==> src/rtl/burst_gen_pkg.sv <==
// Shared types and constants for burst_gen.
package burst_gen_pkg;

  // RUN presents beats; DONE is the one-cycle completion pulse before IDLE.
  typedef enum logic [1:0] {
    IDLE = 2'd0,
    RUN  = 2'd1,
    DONE = 2'd2
  } burst_state_t;

  // Width of the dropped-trigger counter; it saturates at 2^OVR_CNT_W - 1.
  localparam int OVR_CNT_W = 8;

endpackage

==> src/rtl/burst_gen.sv <==
// burst_gen: turns each accepted trigger pulse into a burst of burst_len beats
// (seed, seed+1, ...) on a valid/ready stream. It reports busy/done status and
// a sticky overrun flag for dropped triggers.
// Optional build macro BURST_GEN_OVERRUN_CNT_EN adds the saturating
// overrun_cnt output.
module burst_gen
  import burst_gen_pkg::*;
#(
  parameter int DATA_W = 16,
  parameter int LEN_W  = 10
) (
  input  logic              clk,
  input  logic              reset,
  input  logic              enable,
  input  logic [LEN_W-1:0]  burst_len,
  input  logic [DATA_W-1:0] seed,
  output logic [DATA_W-1:0] m_data,
  output logic              m_valid,
  input  logic              m_ready,
  output logic              m_last,
  output logic              busy,
  output logic              done,
  output logic              overrun,
  input  logic              overrun_clr
`ifdef BURST_GEN_OVERRUN_CNT_EN
  ,output logic [OVR_CNT_W-1:0] overrun_cnt
`endif
);

  burst_state_t      state_q, state_d;
  logic [LEN_W-1:0]  len_q, len_d;
  logic [LEN_W-1:0]  idx_q, idx_d;
  logic [DATA_W-1:0] val_q, val_d;
  logic              overrun_q, overrun_d;
  logic              drop;
  logic              is_last;

  assign is_last = (idx_q == len_q - LEN_W'(1));

  // Next-state logic. Triggers arriving while busy are dropped, and that
  // includes the cycle of the final handshake.
  always_comb begin
    state_d = state_q;
    len_d   = len_q;
    idx_d   = idx_q;
    val_d   = val_q;
    drop    = 1'b0;
    unique case (state_q)
      IDLE: begin
        if (enable && (burst_len != '0)) begin
          len_d   = burst_len;
          val_d   = seed;
          idx_d   = '0;
          state_d = RUN;
        end
      end
      RUN: begin
        drop = enable;
        if (m_ready) begin
          val_d = val_q + DATA_W'(1);
          idx_d = idx_q + LEN_W'(1);
          if (is_last) state_d = DONE;
        end
      end
      DONE: begin
        drop    = enable;
        state_d = IDLE;
      end
      default: state_d = IDLE;
    endcase
    // When a drop and a clear land in the same cycle, the drop wins.
    overrun_d = drop ? 1'b1 : (overrun_clr ? 1'b0 : overrun_q);
  end

  // State and datapath registers.
  always_ff @(posedge clk or posedge reset) begin
    if (reset) begin
      state_q   <= IDLE;
      len_q     <= '0;
      idx_q     <= '0;
      val_q     <= '0;
      overrun_q <= 1'b0;
    end else begin
      state_q   <= state_d;
      len_q     <= len_d;
      idx_q     <= idx_d;
      val_q     <= val_d;
      overrun_q <= overrun_d;
    end
  end

  // Outputs are decoded from state. Data is zeroed outside RUN so that it
  // does not leak the stale value.
  always_comb begin
    m_valid = (state_q == RUN);
    m_data  = m_valid ? val_q : '0;
    m_last  = m_valid && is_last;
    busy    = (state_q != IDLE);
    done    = (state_q == DONE);
    overrun = overrun_q;
  end

`ifdef BURST_GEN_OVERRUN_CNT_EN
  logic [OVR_CNT_W-1:0] cnt_q, cnt_d;

  // Saturating drop counter. A clear in the same cycle as a drop leaves 1.
  always_comb begin
    cnt_d = cnt_q;
    if (drop) begin
      if (overrun_clr)      cnt_d = OVR_CNT_W'(1);
      else if (~&cnt_q)     cnt_d = cnt_q + OVR_CNT_W'(1);
    end else if (overrun_clr) begin
      cnt_d = '0;
    end
  end

  // Counter register.
  always_ff @(posedge clk or posedge reset) begin
    if (reset) cnt_q <= '0;
    else       cnt_q <= cnt_d;
  end

  assign overrun_cnt = cnt_q;
`endif

endmodule

==> config.mk <==
export PLATFORM = sky130hd
export DESIGN_NAME = burst_gen
export DESIGN_NICKNAME = d
export VERILOG_FILES = /design/src/rtl/burst_gen_pkg.sv /design/src/rtl/burst_gen.sv
export SDC_FILE = /design/constraint.sdc
export NUM_CORES = 1
export LEC_CHECK = 0
export CORE_ASPECT_RATIO = 0.6
export CORE_UTILIZATION = 30
export DETAILED_ROUTE_END_ITERATION = 8
export GPL_TIMING_DRIVEN = 0
export HOLD_SLACK_MARGIN = 0.06
export SYNTH_ARGS = -nofsm -noshare
export SYNTH_HDL_FRONTEND = slang
export SYNTH_SLANG_ARGS = --single-unit
export TNS_END_PERCENT = 100
==> constraint.sdc <==
create_clock -name clk -period 2.6 [get_ports clk]
set_clock_uncertainty 0.1 [all_clocks]
set_input_delay 0.65 -clock clk [delete_from_list [all_inputs] [get_ports clk]]
set_output_delay 0.65 -clock clk [all_outputs]
set_load 0.1 [all_outputs]
# == Yosys cells after proc, flatten, opt, wreduce, memory -nomap -nowiden ==
# Cells that the tools add are included.
# op_classes
addsub,3
muxes,14
reduce_logical,11
eq_ne,6
# op_table
op,count
16-bit 2-to-1 mux,3
16-bit case mux with 2 select lines,1
10-bit 2-to-1 mux,2
10-bit case mux with 2 select lines,1
"16-bit by 1-bit adder with 16-bit output, second input constant",1
"10-bit by 1-bit adder with 10-bit output, second input constant",1
10-bit equality test,1
10-bit nonzero test,1
"10-bit by 1-bit subtractor with 10-bit output, second input constant",1
2-bit 2-to-1 mux,3
3-bit AND reduction,2
2-bit nonzero test,3
"2-bit by 1-bit != test with 1-bit output, second input constant",2
2-bit case mux with 2 select lines,1
1-bit 2-to-1 mux,3
"2-bit by 1-bit equality test with 1-bit output, second input constant",1
"2-bit equality test, second input constant",1
1-bit logical AND,2
2-bit logical NOT,1
"2-bit != test, second input constant",1
2-bit AND reduction,1
2-bit OR reduction,1
# totals
word_cells,39
inputBits,31
out_inout_bits,21
ff_bits,39

# == Depth between registers and ports, before layout ==
# depth
ltp_word,5
ltp_mapped,10
ltp_nobuf,8

# == Worst setup path after synthesis ==
# Ideal clock, no wire load.
# synth_timing
path_kind,reg2out
from,register state_q[1]
to,output m_data[11]
n_path_buf,3
setup_slack_ns,-1.159
required_time_ns,1.850
stages_incl_launch_ff,7
arrival_time_ns,3.009
cell_sequence,dfrtp_1 > inv_1 > ha_1 > clkbuf_1 > buf_1 > clkbuf_1 > and2_1
# synth_between
elab_chain_cells,2
# synth_rtl
item,line,text
start: declaration,burst_gen.sv:30,"burst_state_t state_q, state_d;"
start signal: assignment,burst_gen.sv:84,state_q <= state_d;
2-bit by 1-bit equality test with 1-bit output,burst_gen.sv:95,m_valid = (state_q == RUN);
net m_valid,burst_gen.sv:18,"output logic m_valid,"
16-bit 2-to-1 mux,burst_gen.sv:96,m_data = m_valid ? val_q : '0;
end: declaration,burst_gen.sv:17,"output logic [DATA_W-1:0] m_data,"
# The timed path passes the listed nets, and every way through them passes these cells.

# == Worst setup path after layout ==
# layout_timing
from,register len_q[2]
to,output m_last
# layout_between
elab_chain_cells,3
# layout_rtl
item,line,text
start: declaration,burst_gen.sv:31,"logic [LEN_W-1:0] len_q, len_d;"
start signal: assignment,burst_gen.sv:85,len_q <= len_d;
10-bit by 1-bit subtractor with 10-bit output,burst_gen.sv:38,assign is_last = (idx_q == len_q - LEN_W'(1));
10-bit equality test,burst_gen.sv:38,
1-bit logical AND,burst_gen.sv:97,m_last = m_valid && is_last;
end: declaration,burst_gen.sv:20,"output logic m_last,"
# No other way between the ends.

==> impl_metrics.json <==
{
  "outcome": "finished with violations",
  "failed_checks": "negative setup slack",
  "ant_nets": 0,
  "tritoncts": "built",
  "routed_wl_mm": 7.59,
  "portBuffers": 51,
  "die_area_um2": 8880,
  "cts.sinks": 39,
  "synthCells": 288,
  "synth_area_um2": 2550,
  "synth.avg_cell_area_um2": 8.85,
  "drive_gt1_frac": 0.316,
  "synth_sequential_area_ratio": 0.383,
  "multi_input_area_um2": 1630,
  "ys_warn_count": 0,
  "fin_crit_ns": 2.78,
  "crit_slowest_cell": "dfrtp_2",
  "grt_use_total": 0.183,
  "synth-seq-cells": 39,
  "area.sequential_um2": 981,
  "startpoint_type": "register",
  "grt_max_degree": 40,
  "whs_ns": 0.402,
  "fin_crit_sh": 1.07,
  "slew_viol_final": 0,
  "fillCellCount": 759,
  "routedWlPerCell_um": 16.2,
  "hold_viol": 0,
  "overflow": 0,
  "fmax_mhz": 360,
  "dieWidth_um": 121,
  "diodes": 0,
  "synth_async_sr_flop_share": 1.00,
  "synth.area.top_cells": "dfrtp_1, a21oi_1, nand2_1",
  "p_per_area_nw_per_um2": 1360,
  "grt_pass1_vias": 2262,
  "grt_first_pass_wirelength_mm": 12.2,
  "required_ns": 1.85,
  "reg2reg_setup_slack_ns": 0.20,
  "crit_path_max_incr_delay_ns": 0.47,
  "drt_iter0_drc": 286,
  "synth_edf_count": 0,
  "gp_congestion": 0.812,
  "via_per_inst": 5.27,
  "yosys.area.top_type": "dfrtp_1",
  "cap_violations": 0,
  "core_um2": 8040,
  "cp-end-kind": "output port",
  "cp_max_fo": 6,
  "clockBufferDepth": 2,
  "p_leak_nw": 1.54,
  "antenna_found_initial": 0,
  "start_util": 0.317,
  "drc": 0,
  "fin_util": 0.461,
  "synth_common_cells": "dfrtp_1, nand2_1, a21oi_1, nor2_1",
  "synth_fp_nets": 326,
  "cts_buffers": 5,
  "dpl.hpwl_mm": 5.45,
  "io-pin-count": 52,
  "clk_pin_slew_ns": 0.06,
  "path_class": "register to output port",
  "htreeDepth": 2,
  "path_cells": "nor4_4 -> buf_4 -> a221o_1 -> nand4_1 -> and4_4 -> buf_12",
  "die_h_um": 73.4,
  "nets": 400,
  "hold_class": "register to register",
  "postLayoutSetupSlackWorst_ns": -0.175,
  "num_rows": 25,
  "worst_pin_slew_ns": 0.975,
  "synth_ff_type": "dfrtp_1",
  "synth_top_area_frac": 0.383,
  "max-slew-margin-rel": 0.345,
  "cts_hold_buf": 0,
  "clockRootBuffer": "clkbuf_16",
  "clk_latency_ns": 0.29,
  "synthToLayoutAreaGrowth_pct": 45.3,
  "synth.most_common_cell": "dfrtp_1",
  "setup_viol": 1,
  "rsz0062_at_grt": "true",
  "cp.arrival_ns": 2.03,
  "ir_worst_vdd_mv": 0.697,
  "ys_types": 54,
  "dr.pass1.iters": 4,
  "vias": 2471
}
[per-layer routing]
metal / vias up / track usage / routed length [um]
li1: 1179 / - / -
met1: 1186 / 0.286 / 3880
met2: 95 / 0.242 / 3050
met3: 11 / 0.0380 / 539
met4: 0 / 0.0576 / 115
met5: - / 0 / 0
[sequential cells by signal, summed over array words and instances (netlist names)]
register,flops
val_q,16
idx_q,10
len_q,10
state_q,2
overrun,1
[critical path, delay by kind of cell, from the launching register on]
family                 cells  cell delay, ns
buffers and inverters      2            0.34
AOI/OAI and AO/OA          1            0.15
DFF                        1            0.47
and+or+nand+nor            3            0.78
[what timing repair did]
item                                    CTS  global route
endpoints found under the hold margin     0             0
buffers inserted                         13             4
endpoints found under the setup margin   53            36
gates resized for setup                 152            27
cloned                                    1             0
pin swaps                                12            10
[final cells by class]
| type | count | share of cell area |
|---|---|---|
| well taps | 108 | 0.0365 |
| repair buffers | 69 | 0.182 |
| clock buffers | 6 | 0.0348 |
| multi-input cells | 225 | 0.439 |
| flip-flops and latches | 39 | 0.265 |
| plain buffers | 11 | 0.0290 |
| inverters | 11 | 0.0132 |
[through the flow]
step	worst slack [ns]	instance area [um^2]	power, mW	instances	setup TNS, ns
after global routing	-0.263	3700	5.30	469	-0.368
after detailed placement	-1.14	3290	4.04	447	-30.29
after floorplan	-0.0480	2650	3.38	288	-0.0480
final	-0.175	3700	5.04	469	-0.175
after global placement	-1.08	3290	3.99	447	-30.31
after CTS	-0.224	3610	4.86	466	-0.224
[final timing paths]
check / cells after the start / to / start
setup / recovery: 6 / m_last / len_q[2]$_DFFE_PP0P_
hold / removal: 1 / val_q[12]$_DFFE_PP0P_ / val_q[12]$_DFFE_PP0P_
setup reg to reg: 8 / idx_q[9]$_DFFE_PP0P_ / state_q[0]$_DFFE_PP0P_
hold reg to reg: 1 / val_q[12]$_DFFE_PP0P_ / val_q[12]$_DFFE_PP0P_
max in group asynchronous: 2 / len_q[0]$_DFFE_PP0P_ / reset
min in group asynchronous: 2 / val_q[3]$_DFFE_PP0P_ / reset
[power by group]
part           internal, mW  switching [mW]
Clock                 0.345           0.240
Combinational          1.21            2.03
Sequential            0.850           0.358
[cell families (layout without fill, tap and decap cells)]
group	count (synthesis)	in the layout	synth area share
AO/OA/AOI/OAI	73	73	0.183
XOR/XNOR	17	17	0.0584
adder cells (fa/ha/maj)	7	7	0.0343
buffers and inverters	24	97	0.0471
flip-flops	39	39	0.383
multiplexers	9	9	0.0393
AND/OR/NAND/NOR	119	119	0.256
[cells in the final DEF (no fill, tap or decap), types with 8 or more instances in the layout]
cell type | Yosys | routed
a21oi_1 | 22 | 19
and2_2 | 0 | 10
buf_4 | 0 | 18
buf_6 | 4 | 13
clkdlybuf4s50_1 | 0 | 23
dfrtp_1 | 39 | 35
mux2_2 | 8 | 8
nand2_1 | 27 | 27
nand3_1 | 16 | 14
nand4_1 | 8 | 8
nor2_1 | 17 | 15
o21ai_0 | 14 | 13
o22ai_1 | 9 | 8
xor2_1 | 9 | 9
(Power assumes the default switching activity.)
